==> src/rtl/audio_i2s_rx.sv <==
`timescale 1ns/1ps
// I2S ADC-side receiver for the WM8731: synchronizes BCLK/LRCK/ADCDAT into Clk and emits left/right pairs.
// Define AUDIO_RX_PEAK_EN to add the running left-channel peak detector on port peak_left.
module audio_i2s_rx #(
    parameter int DATA_WIDTH  = 16,
    parameter int SYNC_STAGES = 2
) (
    input  logic                  Clk,
    input  logic                  Reset_n,
    input  logic                  AUD_BCLK,
    input  logic                  AUD_ADCLRCK,
    input  logic                  AUD_ADCDAT,
    output logic [DATA_WIDTH-1:0] sample_left,
    output logic [DATA_WIDTH-1:0] sample_right,
    output logic                  sample_valid,
    input  logic                  sample_ready,
    output logic                  overrun,
    output logic                  frame_err
`ifdef AUDIO_RX_PEAK_EN
    ,
    output logic [DATA_WIDTH-1:0] peak_left
`endif
);

    localparam int CW = $clog2(DATA_WIDTH + 1);

    typedef enum logic [1:0] {ST_HUNT, ST_SKIP, ST_SHIFT, ST_WAIT} state_t;

    logic [SYNC_STAGES-1:0] r_bclkSync, r_lrSync, r_datSync;
    logic                   r_bclkPrev, r_lrPrev;
    logic                   w_bclk, w_lr, w_dat, w_bclkRise, w_lrEdge;

    state_t                 r_state, w_stateNext;
    logic                   r_slot, w_slotNext, w_newSlot, w_toSkip;
    logic [CW-1:0]          r_bitCnt, w_cntNext;
    logic [DATA_WIDTH-1:0]  r_shreg, w_shregNext, w_shifted;
    logic [DATA_WIDTH-1:0]  r_leftHold, w_leftHoldNext;
    logic                   w_frameDone, w_frameErr, w_load;

    logic [DATA_WIDTH-1:0]  r_sampleLeft, r_sampleRight;
    logic                   r_valid, r_overrun, r_frameErr;

    // All three pins share the same chain depth so their relative timing is preserved.
    always_ff @(posedge Clk) begin
        if (!Reset_n) begin
            r_bclkSync <= '0;
            r_lrSync   <= '0;
            r_datSync  <= '0;
            r_bclkPrev <= 1'b0;
            r_lrPrev   <= 1'b0;
        end else begin
            r_bclkSync <= {r_bclkSync[SYNC_STAGES-2:0], AUD_BCLK};
            r_lrSync   <= {r_lrSync[SYNC_STAGES-2:0], AUD_ADCLRCK};
            r_datSync  <= {r_datSync[SYNC_STAGES-2:0], AUD_ADCDAT};
            r_bclkPrev <= w_bclk;
            r_lrPrev   <= w_lr;
        end
    end

    assign w_bclk     = r_bclkSync[SYNC_STAGES-1];
    assign w_lr       = r_lrSync[SYNC_STAGES-1];
    assign w_dat      = r_datSync[SYNC_STAGES-1];
    assign w_bclkRise = w_bclk & ~r_bclkPrev;
    assign w_lrEdge   = w_lr ^ r_lrPrev;
    assign w_shifted  = {r_shreg[DATA_WIDTH-2:0], w_dat};

    always_ff @(posedge Clk) begin
        if (!Reset_n) begin
            r_state    <= ST_HUNT;
            r_slot     <= 1'b0;
            r_bitCnt   <= '0;
            r_shreg    <= '0;
            r_leftHold <= '0;
        end else begin
            r_state    <= w_stateNext;
            r_slot     <= w_slotNext;
            r_bitCnt   <= w_cntNext;
            r_shreg    <= w_shregNext;
            r_leftHold <= w_leftHoldNext;
        end
    end

    // LRCK edges take priority; a coincident BCLK rise is consumed as the new slot's delay bit.
    always_comb begin
        w_stateNext    = r_state;
        w_slotNext     = r_slot;
        w_cntNext      = r_bitCnt;
        w_shregNext    = r_shreg;
        w_leftHoldNext = r_leftHold;
        w_frameDone    = 1'b0;
        w_frameErr     = 1'b0;
        w_toSkip       = 1'b0;
        w_newSlot      = r_slot;
        if (w_lrEdge) begin
            case (r_state)
                ST_HUNT: begin
                    if (!w_lr) begin
                        w_toSkip  = 1'b1;
                        w_newSlot = 1'b0;
                    end
                end
                ST_WAIT: begin
                    w_toSkip  = 1'b1;
                    w_newSlot = w_lr;
                end
                default: begin
                    w_frameErr     = 1'b1;
                    w_leftHoldNext = '0;
                    if (!w_lr) begin
                        w_toSkip  = 1'b1;
                        w_newSlot = 1'b0;
                    end else begin
                        w_stateNext = ST_HUNT;
                    end
                end
            endcase
        end else if (w_bclkRise) begin
            case (r_state)
                ST_SKIP: begin
                    w_stateNext = ST_SHIFT;
                    w_cntNext   = '0;
                end
                ST_SHIFT: begin
                    w_shregNext = w_shifted;
                    w_cntNext   = r_bitCnt + CW'(1);
                    if (r_bitCnt == CW'(DATA_WIDTH - 1)) begin
                        w_stateNext = ST_WAIT;
                        if (!r_slot) begin
                            w_leftHoldNext = w_shifted;
                        end else begin
                            w_frameDone = 1'b1;
                        end
                    end
                end
                default: begin
                end
            endcase
        end
        if (w_toSkip) begin
            w_slotNext  = w_newSlot;
            w_cntNext   = '0;
            w_stateNext = w_bclkRise ? ST_SHIFT : ST_SKIP;
        end
    end

    assign w_load = w_frameDone & (~r_valid | sample_ready);

    always_ff @(posedge Clk) begin
        if (!Reset_n) begin
            r_sampleLeft  <= '0;
            r_sampleRight <= '0;
            r_valid       <= 1'b0;
            r_overrun     <= 1'b0;
            r_frameErr    <= 1'b0;
        end else begin
            r_overrun  <= 1'b0;
            r_frameErr <= w_frameErr;
            if (w_load) begin
                r_sampleLeft  <= r_leftHold;
                r_sampleRight <= w_shifted;
                r_valid       <= 1'b1;
            end else if (w_frameDone) begin
                r_overrun <= 1'b1;
            end else if (r_valid && sample_ready) begin
                r_valid <= 1'b0;
            end
        end
    end

    assign sample_left  = r_sampleLeft;
    assign sample_right = r_sampleRight;
    assign sample_valid = r_valid;
    assign overrun      = r_overrun;
    assign frame_err    = r_frameErr;

`ifdef AUDIO_RX_PEAK_EN
    logic [DATA_WIDTH-1:0] r_peak, w_absLeft, w_negLeft;
    logic                  r_readyRun, r_clrArm, w_idleReady;

    assign w_idleReady = sample_ready & ~r_valid;
    assign w_negLeft   = ~r_leftHold + DATA_WIDTH'(1);

    // The most negative value has no positive twin, so its magnitude clips to the largest positive.
    always_comb begin
        w_absLeft = r_leftHold;
        if (r_leftHold[DATA_WIDTH-1]) begin
            w_absLeft = w_negLeft[DATA_WIDTH-1] ? {1'b0, {(DATA_WIDTH-1){1'b1}}} : w_negLeft;
        end
    end

    always_ff @(posedge Clk) begin
        if (!Reset_n) begin
            r_peak     <= '0;
            r_readyRun <= 1'b0;
            r_clrArm   <= 1'b0;
        end else begin
            r_readyRun <= w_idleReady;
            if (w_idleReady && r_readyRun) begin
                r_clrArm <= 1'b1;
            end
            if (w_load) begin
                r_clrArm <= 1'b0;
                if (r_clrArm || (w_absLeft > r_peak)) begin
                    r_peak <= w_absLeft;
                end
            end
        end
    end

    assign peak_left = r_peak;
`endif

endmodule
==> config.mk <==
export PLATFORM = sky130hd
export DESIGN_NAME = audio_i2s_rx
export DESIGN_NICKNAME = d
export VERILOG_FILES = /design/src/rtl/audio_i2s_rx.sv
export SDC_FILE = /design/constraint.sdc
export NUM_CORES = 1
export LEC_CHECK = 0
export CAP_MARGIN = 30
export CELL_PAD_IN_SITES_DETAIL_PLACEMENT = 0
export CELL_PAD_IN_SITES_GLOBAL_PLACEMENT = 1
export CORE_MARGIN = 2
export CORE_UTILIZATION = 36
export CTS_CLUSTER_SIZE = 25
export DETAILED_ROUTE_END_ITERATION = 8
export GPL_ROUTABILITY_DRIVEN = 0
export PLACE_DENSITY = 0.71
export SYNTH_ARGS = -nofsm -noshare
export SYNTH_HDL_FRONTEND = slang
export SYNTH_SLANG_ARGS = --single-unit
==> constraint.sdc <==
create_clock -name Clk -period 4.3 [get_ports Clk]
set_clock_uncertainty 0.05 [all_clocks]
set_input_delay 0.86 -clock Clk [delete_from_list [all_inputs] [get_ports Clk]]
set_output_delay 0.86 -clock Clk [all_outputs]
set_load 0.05 [all_outputs]
# After elaboration in Yosys (flattened, before gate mapping)
# Cells that the tools add are included.
# totals
elab_cells,84
in_bits,6
reg_bits,82
output_inout_bits,35
# classes
bitwise,8
n_reduce_logical,19
n_eq_ne,11
muxes,30
addsub,1
# ops
op,count
$mux W16,6
$mux W1,15
$mux W2,7
$pmux W5 S2,1
$reduce_and A5 Y1,2
$reduce_bool A2 Y1,5
$reduce_and A3 Y1,3
$ne A3 B2 Y1 const B,2
$reduce_or A2 Y1,3
$add A5 B1 Y5 const B,1
$eq A5 B4 Y1 const B,1
$eq A2 B2 Y1 const B,2
$ne A2 B1 Y1 const B,2
$ne A2 B2 Y1 const B,2
$ne A4 B4 Y1 const B,1
$not A1 Y1,4
$pmux W2 S2,1
$reduce_and A2 Y1,2
$reduce_bool A4 Y1,1
$reduce_bool A3 Y1,1
$and A1 B1 Y1,2
$eq A2 B1 Y1 const B,1
$logic_not A2 Y1,1
$logic_and A1 B1 Y1,1
other kinds (2),2

# Depth between registers and ports, before layout
# Gate-level depths: netlist (run 1).
# depth
word_depth,8
depth_mapped,9
mapped_depth_nobuf,7

# Least setup slack after synthesis (run 1)
# No wires, ideal clock.
# synth_path
kind,reg-to-reg
start,register r_bitCnt[0]
end,register r_leftHold[10]
setup_time_ps,132
period_less_slack_ps,1875
stages_incl_launch_ff,10
t_required_ps,4118
arrival_time_ps,1693
n_path_buf,2
path_slack_ps,2425
cell_sequence,dfxtp_1 -> ha_1 -> and3_1 -> ha_1 -> inv_1 -> or3_1 -> buf_2 -> buf_6 -> nand3_1 -> a21oi_1
# synth_via
elab_chain_len,3
# synth_rtl
element,line_no,rtl
start: declaration,35,"logic [CW-1:0] r_bitCnt, w_cntNext;"
start signal: assignment,77,r_bitCnt <= w_cntNext;
$eq A5 B4 Y1,126,if (r_bitCnt == CW'(DATA_WIDTH - 1)) begin
$reduce_bool A2 Y1 (no source line),n/a,
$reduce_and A5 Y1 (no source line),n/a,
end signal: assignment,79,r_leftHold <= w_leftHoldNext;
end: declaration,37,"logic [DATA_WIDTH-1:0] r_leftHold, w_leftHoldNext;"
# No other way between the ends.
# A chain may end at the register's enable or synchronous reset.

# Worst setup path in the final report (run 1)
# layout_path
start,register r_lrSync[1]
end,"register r_sampleRight[4], in the netlist sample_right[4]"
# layout_via
elab_chain_len,3
# layout_rtl
element,line_no,rtl
start: declaration,29,"logic [SYNC_STAGES-1:0] r_bclkSync, r_lrSync, r_datSync;"
start signal: assignment,53,"r_lrSync <= {r_lrSync[SYNC_STAGES-2:0], AUD_ADCLRCK};"
$xor A1 B1 Y1,64,assign w_lrEdge = w_lr ^ r_lrPrev;
$mux W1,94,if (w_lrEdge) begin
$and A1 B1 Y1,146,assign w_load = w_frameDone & (~r_valid | sample_ready);
end signal: assignment,160,r_sampleRight <= w_shifted;
end: declaration,40,"logic [DATA_WIDTH-1:0] r_sampleLeft, r_sampleRight;"
# No other way between the ends.

==> results of run 1 <==
## layer usage
| metal | global-route usage | vias to the layer above | part of all wire |
|---|---|---|---|
| met5 | 0 | - | 0 |
| met4 | 0.0599 | 0 | 0.011 |
| met3 | 0.0334 | 8 | 0.043 |
| met2 | 0.212 | 55 | 0.39 |
| met1 | 0.216 | 1080 | 0.55 |
| li1 | - | 1288 | - |
## cell usage after synthesis, drive strengths merged, types with 3 or more instances
master / n / area, sq um
buf: 12 / 71.3
nand3: 51 / 255
a21oi: 38 / 190
nor2: 5 / 18.8
and2: 7 / 43.8
dfxtp: 82 / 1640
o21ai: 35 / 175
nand2b: 3 / 18.8
nand2: 81 / 304
ha: 5 / 62.6
inv: 7 / 26.3
clkbuf: 15 / 57.6
## state kept, by name, indices dropped and copies added, names as in the netlist, 5 cells and up
name and cells:
r_leftHold 16, r_bitCnt 5, r_shreg 15, sample_left 16, sample_right 16
## layout make-up
class                      count  share of cell area
clock inverter                 7              0.0266
timing repair buffer          42               0.111
sequential                    82               0.441
multi-input combinational    248               0.345
clock buffer                   9              0.0333
inverter                       7             0.00707
tap                          105              0.0353
## report_power, final
| part | total [uW] | switching (uW) | internal [uW] |
|---|---|---|---|
| clock | 619 | 287 | 332 |
| sequential | 767 | 3.25 | 764 |
| combinational | 47.5 | 32.6 | 14.8 |
## stage by stage
step	setup WS (ns)	util	instance area (sq um)	hold WS, ns	power (uW)
after floorplan	2.42	-	3080	0.362	821
after global placement	1.48	0.422	3480	0.365	832
after detailed placement	1.43	0.423	3500	0.371	832
after CTS	1.41	0.450	3720	0.392	1450
after global routing	1.12	0.450	3720	0.404	1490
final	1.41	0.450	3720	0.391	1430
## cells by family (layout without fill, tap and decap cells)
group	after synthesis	count (layout)	synth area share
compound gates	79	79	0.135
mux	1	1	0.00366
flops	82	82	0.533
simple gates	163	163	0.258
buf+inv	34	65	0.0504
fa+ha+maj	5	5	0.0203
## how the worst max path moves through the flow
stage,end,cells after the start,from
5_1_grt,sample_left[1],6,r_lrSync[1]
6_report,sample_right[4],6,r_lrSync[1]
2_1_floorplan,r_leftHold[10],9,r_bitCnt[0]
3_3_place_gp,sample_right[0],6,r_lrSync[1]
4_1_cts,sample_right[0],6,r_lrSync[1]
3_5_place_dp,sample_right[14],6,r_lrSync[1]
==> results.sh, run 1 <==
export IMPL_dp_hpwl_mm=3.95
export IMPL_slew_viol_final=0
export IMPL_max_freq_mhz=346
export IMPL_crit_arrival_ns=3.04
export IMPL_multi_input_area_sq_um=1280
export IMPL_cts_resized=0
export IMPL_slowest_delay_ns=0.73
export IMPL_ir_worst_vdd_uv=183
export IMPL_portBuffers=40
export IMPL_cts_root_buf="clkbuf_8"
export IMPL_crit_path_top_delay_cell="nand4_4"
export IMPL_synth_seq_area_share=0.533
export IMPL_synth_distinct_cells=38
export IMPL_synth_edff_count=0
export IMPL_tightestPinTransition_ns=0.780
export IMPL_period_minus_slack_ns=2.89
export IMPL_status="finished, final reports clean"
export IMPL_worst_path_dominant_cell_family="simple AND/OR/NAND/NOR gates"
export IMPL_cts_buffer_depth=2
export IMPL_area_growth_syn_to_layout_pct=20.8
export IMPL_drc=0
export IMPL_dp_cells=484
export IMPL_grt_max_degree=65
export IMPL_ios=41
export IMPL_vias=2431
export IMPL_syn_cell_area_sq_um=3080
export IMPL_ctsHtreeMaxLevel=3
export IMPL_max_cap_viol_count=0
export IMPL_fillers=854
export IMPL_postRouteAntennaNets=0
export IMPL_relSlewSlack=0.479
export IMPL_grtUsageTotal=0.149
export IMPL_cp_num_buf_inv=1
export IMPL_holdPathEnd="r_datSync[1]"
export IMPL_yosysWarnings=0
export IMPL_worstPathMaxFanout=64
export IMPL_ys_async_sr_fraction=0
export IMPL_antenna_cells=0
export IMPL_clk_latency_ns=0.35
export IMPL_post_drt_wl_per_cell_um=12.7
export IMPL_antenna_found_initial=0
export IMPL_r2r_setup_slack_ns=1.41
export IMPL_ys_ff_latch=82
export IMPL_worstReg2RegEnd="sample_right[4]"
export IMPL_rr_worst_depth=6
export IMPL_finalNetCount=401
export IMPL_fp_dieH_um=96.5
export IMPL_setup_tns_ns=0
export IMPL_timing_final_crit_share=0.671
export IMPL_ys_flop_type="dfxtp_1"
export IMPL_cts_sinks=82
export IMPL_end_kind="flop"
export IMPL_leakagePower_uw=0.00122
export IMPL_worstHoldPathCells=1
export IMPL_crit_chain="inv_1 > ha_1 > and4b_1 > nand4_4 > nand3_1 > o21ai_0"
export IMPL_layout_common_cells="dfxtp_1 (82), nand2_1 (81), nand3_1 (51)"
export IMPL_drive_gt1_frac=0.0684
export IMPL_initial_core_util=0.373
export IMPL_cts_buffers=9
export IMPL_start_kind="flop"
export IMPL_required_ns=4.45
export IMPL_cts_setup_buffers=0
export IMPL_worstReg2RegStart="r_lrSync[1]"
export IMPL_drt_total_wl_mm=6.37
export IMPL_grt_pass1_vias=2227
export IMPL_die_area_sq_um=9310
export IMPL_finalNonFillerCells=500
export IMPL_tritoncts="done"
export IMPL_hold_viol=0
export IMPL_setup_viol=0
export IMPL_clk_pin_slew_ns=0.09
export IMPL_hp_class="reg2reg"
export IMPL_regArea_sq_um=1640
export IMPL_netlist_instances=364
export IMPL_power_density_nw_per_um2=386
export IMPL_grt_ovfl_total=0
export IMPL_mostFrequentLayoutCell="dfxtp_1"
export IMPL_die_w_um=96.5
export IMPL_first_iter_violations=100
export IMPL_routed_via_density=4.86
export IMPL_dr_pass1_iters=4
export IMPL_fp_row_count=33
export IMPL_grt_pass1_wl_mm=10.8
export IMPL_core_area_sq_um=8260
export IMPL_rsz0062_at_grt="false"
export IMPL_hp_start="r_datSync[0]"
export IMPL_syn_num_nets=375
export IMPL_syn_avg_cell_area_sq_um=8.46
export IMPL_worst_setup_path_type="reg2reg"
export IMPL_postCtsHoldBufs=0
Power figures use the tool's default switching activity.
==> run 2: changes to the inputs <==
--- a/config.mk
+++ b/config.mk
@@ -13,7 +13,7 @@
 export CTS_CLUSTER_SIZE = 25
 export DETAILED_ROUTE_END_ITERATION = 8
 export GPL_ROUTABILITY_DRIVEN = 0
-export PLACE_DENSITY = 0.71
+export PLACE_DENSITY = 0.74
 export SYNTH_ARGS = -nofsm -noshare
 export SYNTH_HDL_FRONTEND = slang
 export SYNTH_SLANG_ARGS = --single-unit
==> constraint.sdc (replaced) <==
create_clock -name Clk -period 2.6 [get_ports Clk]
set_clock_uncertainty 0.05 [all_clocks]
set_input_delay 0.52 -clock Clk [delete_from_list [all_inputs] [get_ports Clk]]
set_output_delay 0.52 -clock Clk [all_outputs]
set_load 0.05 [all_outputs]
==> results.sh, run 2 (same netlist as run 1, synthesis figures left out) <==
export IMPL_post_drt_wl_per_cell_um=12.8
export IMPL_regArea_sq_um=1640
export IMPL_cts_buffer_depth=2
export IMPL_cp_common_cell="ha_1"
export IMPL_status="finished, final reports clean"
export IMPL_ir_worst_vdd_uv=222
export IMPL_setup_tns_ns=0
export IMPL_crit_path_top_delay_cell="or3_1"
export IMPL_area_growth_syn_to_layout_pct=20.7
export IMPL_postRouteAntennaNets=0
export IMPL_initial_core_util=0.373
export IMPL_grtUsageTotal=0.147
export IMPL_switching_power_uw=563
export IMPL_p_comb_frac=0.036
export IMPL_clk_pin_slew_ns=0.09
export IMPL_cts_resized=0
export IMPL_core_area_sq_um=8260
export IMPL_end_kind="flop"
export IMPL_antenna_found_initial=0
export IMPL_die_w_um=96.5
export IMPL_die_area_sq_um=9310
export IMPL_grt_ovfl_total=0
export IMPL_design_area_sq_um=3720
export IMPL_max_freq_mhz=448
export IMPL_ios=41
export IMPL_p_int_uw=1650
export IMPL_first_iter_violations=117
export IMPL_period_minus_slack_ns=2.23
export IMPL_finalNetCount=405
export IMPL_setup_viol=0
export IMPL_max_cap_viol_count=0
export IMPL_portBuffers=40
export IMPL_power_density_nw_per_um2=596
export IMPL_leakagePower_uw=0.00123
export IMPL_postCtsHoldBufs=0
export IMPL_cts_root_buf="clkbuf_8"
export IMPL_antenna_cells=0
export IMPL_fp_row_count=33
export IMPL_setup_ws_ns=0.366
export IMPL_rsz0062_at_grt="false"
export IMPL_ctsHtreeMaxLevel=3
export IMPL_whs_ns=0.389
export IMPL_worst_path_dominant_cell_family="simple AND/OR/NAND/NOR gates"
export IMPL_hp_class="reg2reg"
export IMPL_swShare=0.254
export IMPL_drt_total_wl_mm=6.45
export IMPL_required_ns=2.76
export IMPL_fp_dieH_um=96.5
export IMPL_dr_pass1_iters=4
export IMPL_timing_final_crit_share=0.859
export IMPL_vias=2436
export IMPL_cts_buffers=9
export IMPL_multi_input_area_sq_um=1280
export IMPL_layout_common_cells="dfxtp_1 (82), nand2_1 (81), nand3_1 (51)"
export IMPL_relSlewSlack=0.577
export IMPL_slew_viol_final=0
export IMPL_power_share_sequential=0.572
export IMPL_routed_via_density=4.83
export IMPL_grt_max_degree=42
export IMPL_finalPower_uw=2220
export IMPL_dp_slack_ns=0.361
export IMPL_cts_setup_buffers=0
export IMPL_crit_arrival_ns=2.40
export IMPL_clk_latency_ns=0.36
export IMPL_cts_sinks=82
export IMPL_worst_setup_path_type="reg2reg"
export IMPL_dp_hpwl_mm=4.12
export IMPL_tightestPinTransition_ns=0.634
export IMPL_fillers=834
export IMPL_slowest_delay_ns=0.64
export IMPL_grt_pass1_wl_mm=10.5
export IMPL_crit_chain="ha_1 > and3_1 > ha_1 > inv_1 > or3_1 > nand3_1 > a21oi_1"
export IMPL_cp_num_buf_inv=1
export IMPL_drc=0
export IMPL_grt_pass1_vias=2114
export IMPL_r2r_setup_slack_ns=0.37
export IMPL_start_kind="flop"
export IMPL_p_clk_frac=0.392
export IMPL_mostFrequentLayoutCell="dfxtp_1"
export IMPL_postPlaceCellArea_sq_um=3530
export IMPL_worstPathMaxFanout=16
export IMPL_tritoncts="done"
export IMPL_hold_viol=0
export IMPL_drive_gt1_frac=0.0777
run 2: cell count changes in the layout (fill, tap and decap cells not counted), sizes merged:
cell    delta
inv        +2
bufinv     -2
buf        +4
run 2: final timing paths:
kind                                    from            end  depth (start not counted)
worst max-delay path             r_bitCnt[1]  r_leftHold[2]                          7
worst min-delay path            r_datSync[0]   r_datSync[1]                          1
worst max register to register   r_bitCnt[1]  r_leftHold[2]                          7
worst min register to register  r_datSync[0]   r_datSync[1]                          1
run 2: area by class of cell:
type / count / share of cell area
Clock inverter: 7 / 0.0158
Timing Repair Buffer: 46 / 0.122
Tap cell: 105 / 0.0353
Inverter: 7 / 0.00707
Sequential cell: 82 / 0.442
Multi-Input combinational cell: 248 / 0.345
Clock buffer: 9 / 0.0333
run 2: per-stage QoR:
step	utilization	instances
floorplan	-	364
global placement	0.428	488
detailed placement	0.428	488
CTS	0.450	504
global route	0.450	504
finish	0.450	504
run 2: worst reg2reg max path, cell delays in order (launching register included):
cell	delay (ns)
dfxtp_1	0.37
ha_1	0.19
and3_1	0.19
ha_1	0.26
inv_1	0.11
or3_1	0.64
nand3_1	0.20
a21oi_1	0.08
run 2: power by group through the flow:
stage	Sequential, uW	Clock (uW)	Combinational (uW)
final	1270	869	79.8
after global routing	1270	952	88.4
after CTS	1270	902	80.6
after detailed placement	1300	0	80.4
after global placement	1300	0	80.0
after floorplan	1300	0	59.6
run 2: layer usage:
| layer | global-route usage | up-vias | share of wire |
|---|---|---|---|
| li1 | - | 1295 | - |
| met2 | 0.192 | 51 | 0.39 |
| met4 | 0.0704 | 0 | 0.017 |
| met1 | 0.227 | 1081 | 0.56 |
| met5 | 0 | - | 0 |
| met3 | 0.0256 | 9 | 0.038 |
==> run 3: changes to the inputs <==
--- a/config.mk
+++ b/config.mk
@@ -8,11 +8,11 @@
 export CAP_MARGIN = 30
 export CELL_PAD_IN_SITES_DETAIL_PLACEMENT = 0
 export CELL_PAD_IN_SITES_GLOBAL_PLACEMENT = 1
-export CORE_MARGIN = 2
 export CORE_UTILIZATION = 36
 export CTS_CLUSTER_SIZE = 25
 export DETAILED_ROUTE_END_ITERATION = 8
 export GPL_ROUTABILITY_DRIVEN = 0
+export GPL_TIMING_DRIVEN = 0
 export PLACE_DENSITY = 0.74
 export SYNTH_ARGS = -nofsm -noshare
 export SYNTH_HDL_FRONTEND = slang
==> results.sh, run 3 (same netlist as run 1, synthesis figures left out) <==
export IMPL_p_int_uw=1770
export IMPL_grt_max_degree=15
export IMPL_cts_resized=0
export IMPL_tightestPinTransition_ns=0.573
export IMPL_initial_core_util=0.373
export IMPL_worstReg2RegStart="r_bitCnt[0]"
export IMPL_cts_buffers=9
export IMPL_cp_common_cell="ha_1"
export IMPL_routed_via_density=4.98
export IMPL_fp_dieH_um=94.5
export IMPL_clk_latency_ns=0.35
export IMPL_cts_root_buf="clkbuf_8"
export IMPL_post_drt_wl_per_cell_um=13.2
export IMPL_relSlewSlack=0.614
export IMPL_max_freq_mhz=467
export IMPL_vias=2609
export IMPL_power_density_nw_per_um2=605
export IMPL_grt_pass1_wl_mm=11.8
export IMPL_drt_total_wl_mm=6.92
export IMPL_fp_row_count=33
export IMPL_finalNonFillerCells=524
export IMPL_p_clk_frac=0.411
export IMPL_crit_chain="ha_1 > and3_1 > ha_1 > inv_1 > or3_1 > buf_2 > buf_6 > nand3_1 > a21oi_1"
export IMPL_end_kind="flop"
export IMPL_core_area_sq_um=8260
export IMPL_hp_class="reg2reg"
export IMPL_slowest_delay_ns=0.37
export IMPL_ctsHtreeMaxLevel=3
export IMPL_cts_buffer_depth=2
export IMPL_die_area_sq_um=8930
export IMPL_crit_arrival_ns=2.31
export IMPL_dp_hpwl_mm=4.89
export IMPL_switching_power_uw=534
export IMPL_hold_viol=0
export IMPL_leakagePower_uw=0.00126
export IMPL_timing_final_crit_share=0.823
export IMPL_area_growth_syn_to_layout_pct=23.6
export IMPL_tritoncts="done"
export IMPL_postRouteAntennaNets=0
export IMPL_grt_pass1_vias=2378
export IMPL_ios=41
export IMPL_rsz0062_at_grt="false"
export IMPL_cts_setup_buffers=0
export IMPL_first_iter_violations=103
export IMPL_worstPathMaxFanout=10
export IMPL_drc=0
export IMPL_cp_num_buf_inv=3
export IMPL_required_ns=2.77
export IMPL_rr_worst_depth=9
export IMPL_cts_sinks=82
export IMPL_grt_ovfl_total=0
export IMPL_status="finished, final reports clean"
export IMPL_critical_path_endpoint="r_leftHold[8]"
export IMPL_worstHoldPathCells=1
export IMPL_finalNetCount=425
export IMPL_portBuffers=39
export IMPL_setup_viol=0
export IMPL_r2r_setup_slack_ns=0.46
export IMPL_slew_viol_final=0
export IMPL_swShare=0.232
export IMPL_clk_pin_slew_ns=0.09
export IMPL_postPlaceCellArea_sq_um=3600
export IMPL_postCtsHoldBufs=0
export IMPL_final_util=0.461
export IMPL_grtUsageTotal=0.172
export IMPL_power_share_sequential=0.551
export IMPL_dr_pass1_iters=4
export IMPL_antenna_cells=0
export IMPL_die_w_um=94.5
export IMPL_setup_tns_ns=0
export IMPL_worst_path_dominant_cell_family="simple AND/OR/NAND/NOR gates"
export IMPL_start_kind="flop"
export IMPL_cp_startpoint="r_bitCnt[0]"
export IMPL_mostFrequentLayoutCell="dfxtp_1"
export IMPL_path_depth=9
export IMPL_worstReg2RegEnd="r_leftHold[8]"
export IMPL_worst_setup_path_type="reg2reg"
export IMPL_p_comb_frac=0.038
export IMPL_ir_worst_vdd_uv=245
export IMPL_drive_gt1_frac=0.0811
export IMPL_period_minus_slack_ns=2.14
export IMPL_antenna_found_initial=0
export IMPL_design_area_sq_um=3810
export IMPL_dp_cells=508
export IMPL_crit_path_top_delay_cell="dfxtp_1"
export IMPL_max_cap_viol_count=0
export IMPL_layout_common_cells="dfxtp_1 (82), nand2_1 (81), nand3_1 (51)"
==> run 3: cell types whose count changed in the layout (fill, tap and decap cells not counted), sizes merged <==
cell and delta:
inv -5, bufinv +1, clkbuf +17, clkinv +2, buf +5
==> run 3: power by group through the flow <==
stage	sequential, uW	combinational [uW]	clock, uW
after detailed placement	1300	87.6	0
after global routing	1270	97.7	1030
after global placement	1300	86.5	0
after CTS	1270	87.9	970
after floorplan	1300	59.6	0
final	1270	87.6	945
==> run 3: layer usage <==
layer / track usage / share of wire / up-vias / routed length [um]
met1: 0.245 / 0.53 / 1201 / 3650
met3: 0.0290 / 0.038 / 11 / 261
met5: 0 / 0 / - / 0
li1: - / - / 1340 / -
met4: 0.0795 / 0.019 / 0 / 129
met2: 0.254 / 0.42 / 57 / 2880
==> run 3: worst min-delay path by stage <==
stage | startpoint | endpoint | slack [ns]
6_report | r_bclkSync[0] | r_bclkSync[1] | 0.39
5_1_grt | r_bclkSync[0] | r_bclkSync[1] | 0.40
4_1_cts | r_bclkSync[0] | r_bclkSync[1] | 0.39
3_5_place_dp | r_bclkSync[0] | r_bclkSync[1] | 0.37
3_3_place_gp | r_datSync[0] | r_datSync[1] | 0.37
2_1_floorplan | r_bclkSync[0] | r_bclkSync[1] | 0.36
==> run 3: final cells by class <==
class,count,area [sq um]
repair buffers,39,390
inverters,7,26.3
plain buffers,27,129
multi-input cells,248,1280
clock buffers,11,141
clock inverters,5,63.8
well taps,105,131
flip-flops and latches,82,1640
fillers,866,4450
==> run 3: stage by stage <==
| step | hold WS, ns | total power (uW) | setup slack, ns |
|---|---|---|---|
| floorplan | 0.362 | 1360 | 0.725 |
| global placement | 0.366 | 1380 | 0.519 |
| detailed placement | 0.369 | 1390 | 0.494 |
| CTS | 0.391 | 2330 | 0.473 |
| global route | 0.402 | 2400 | 0.312 |
| finish | 0.388 | 2300 | 0.461 |
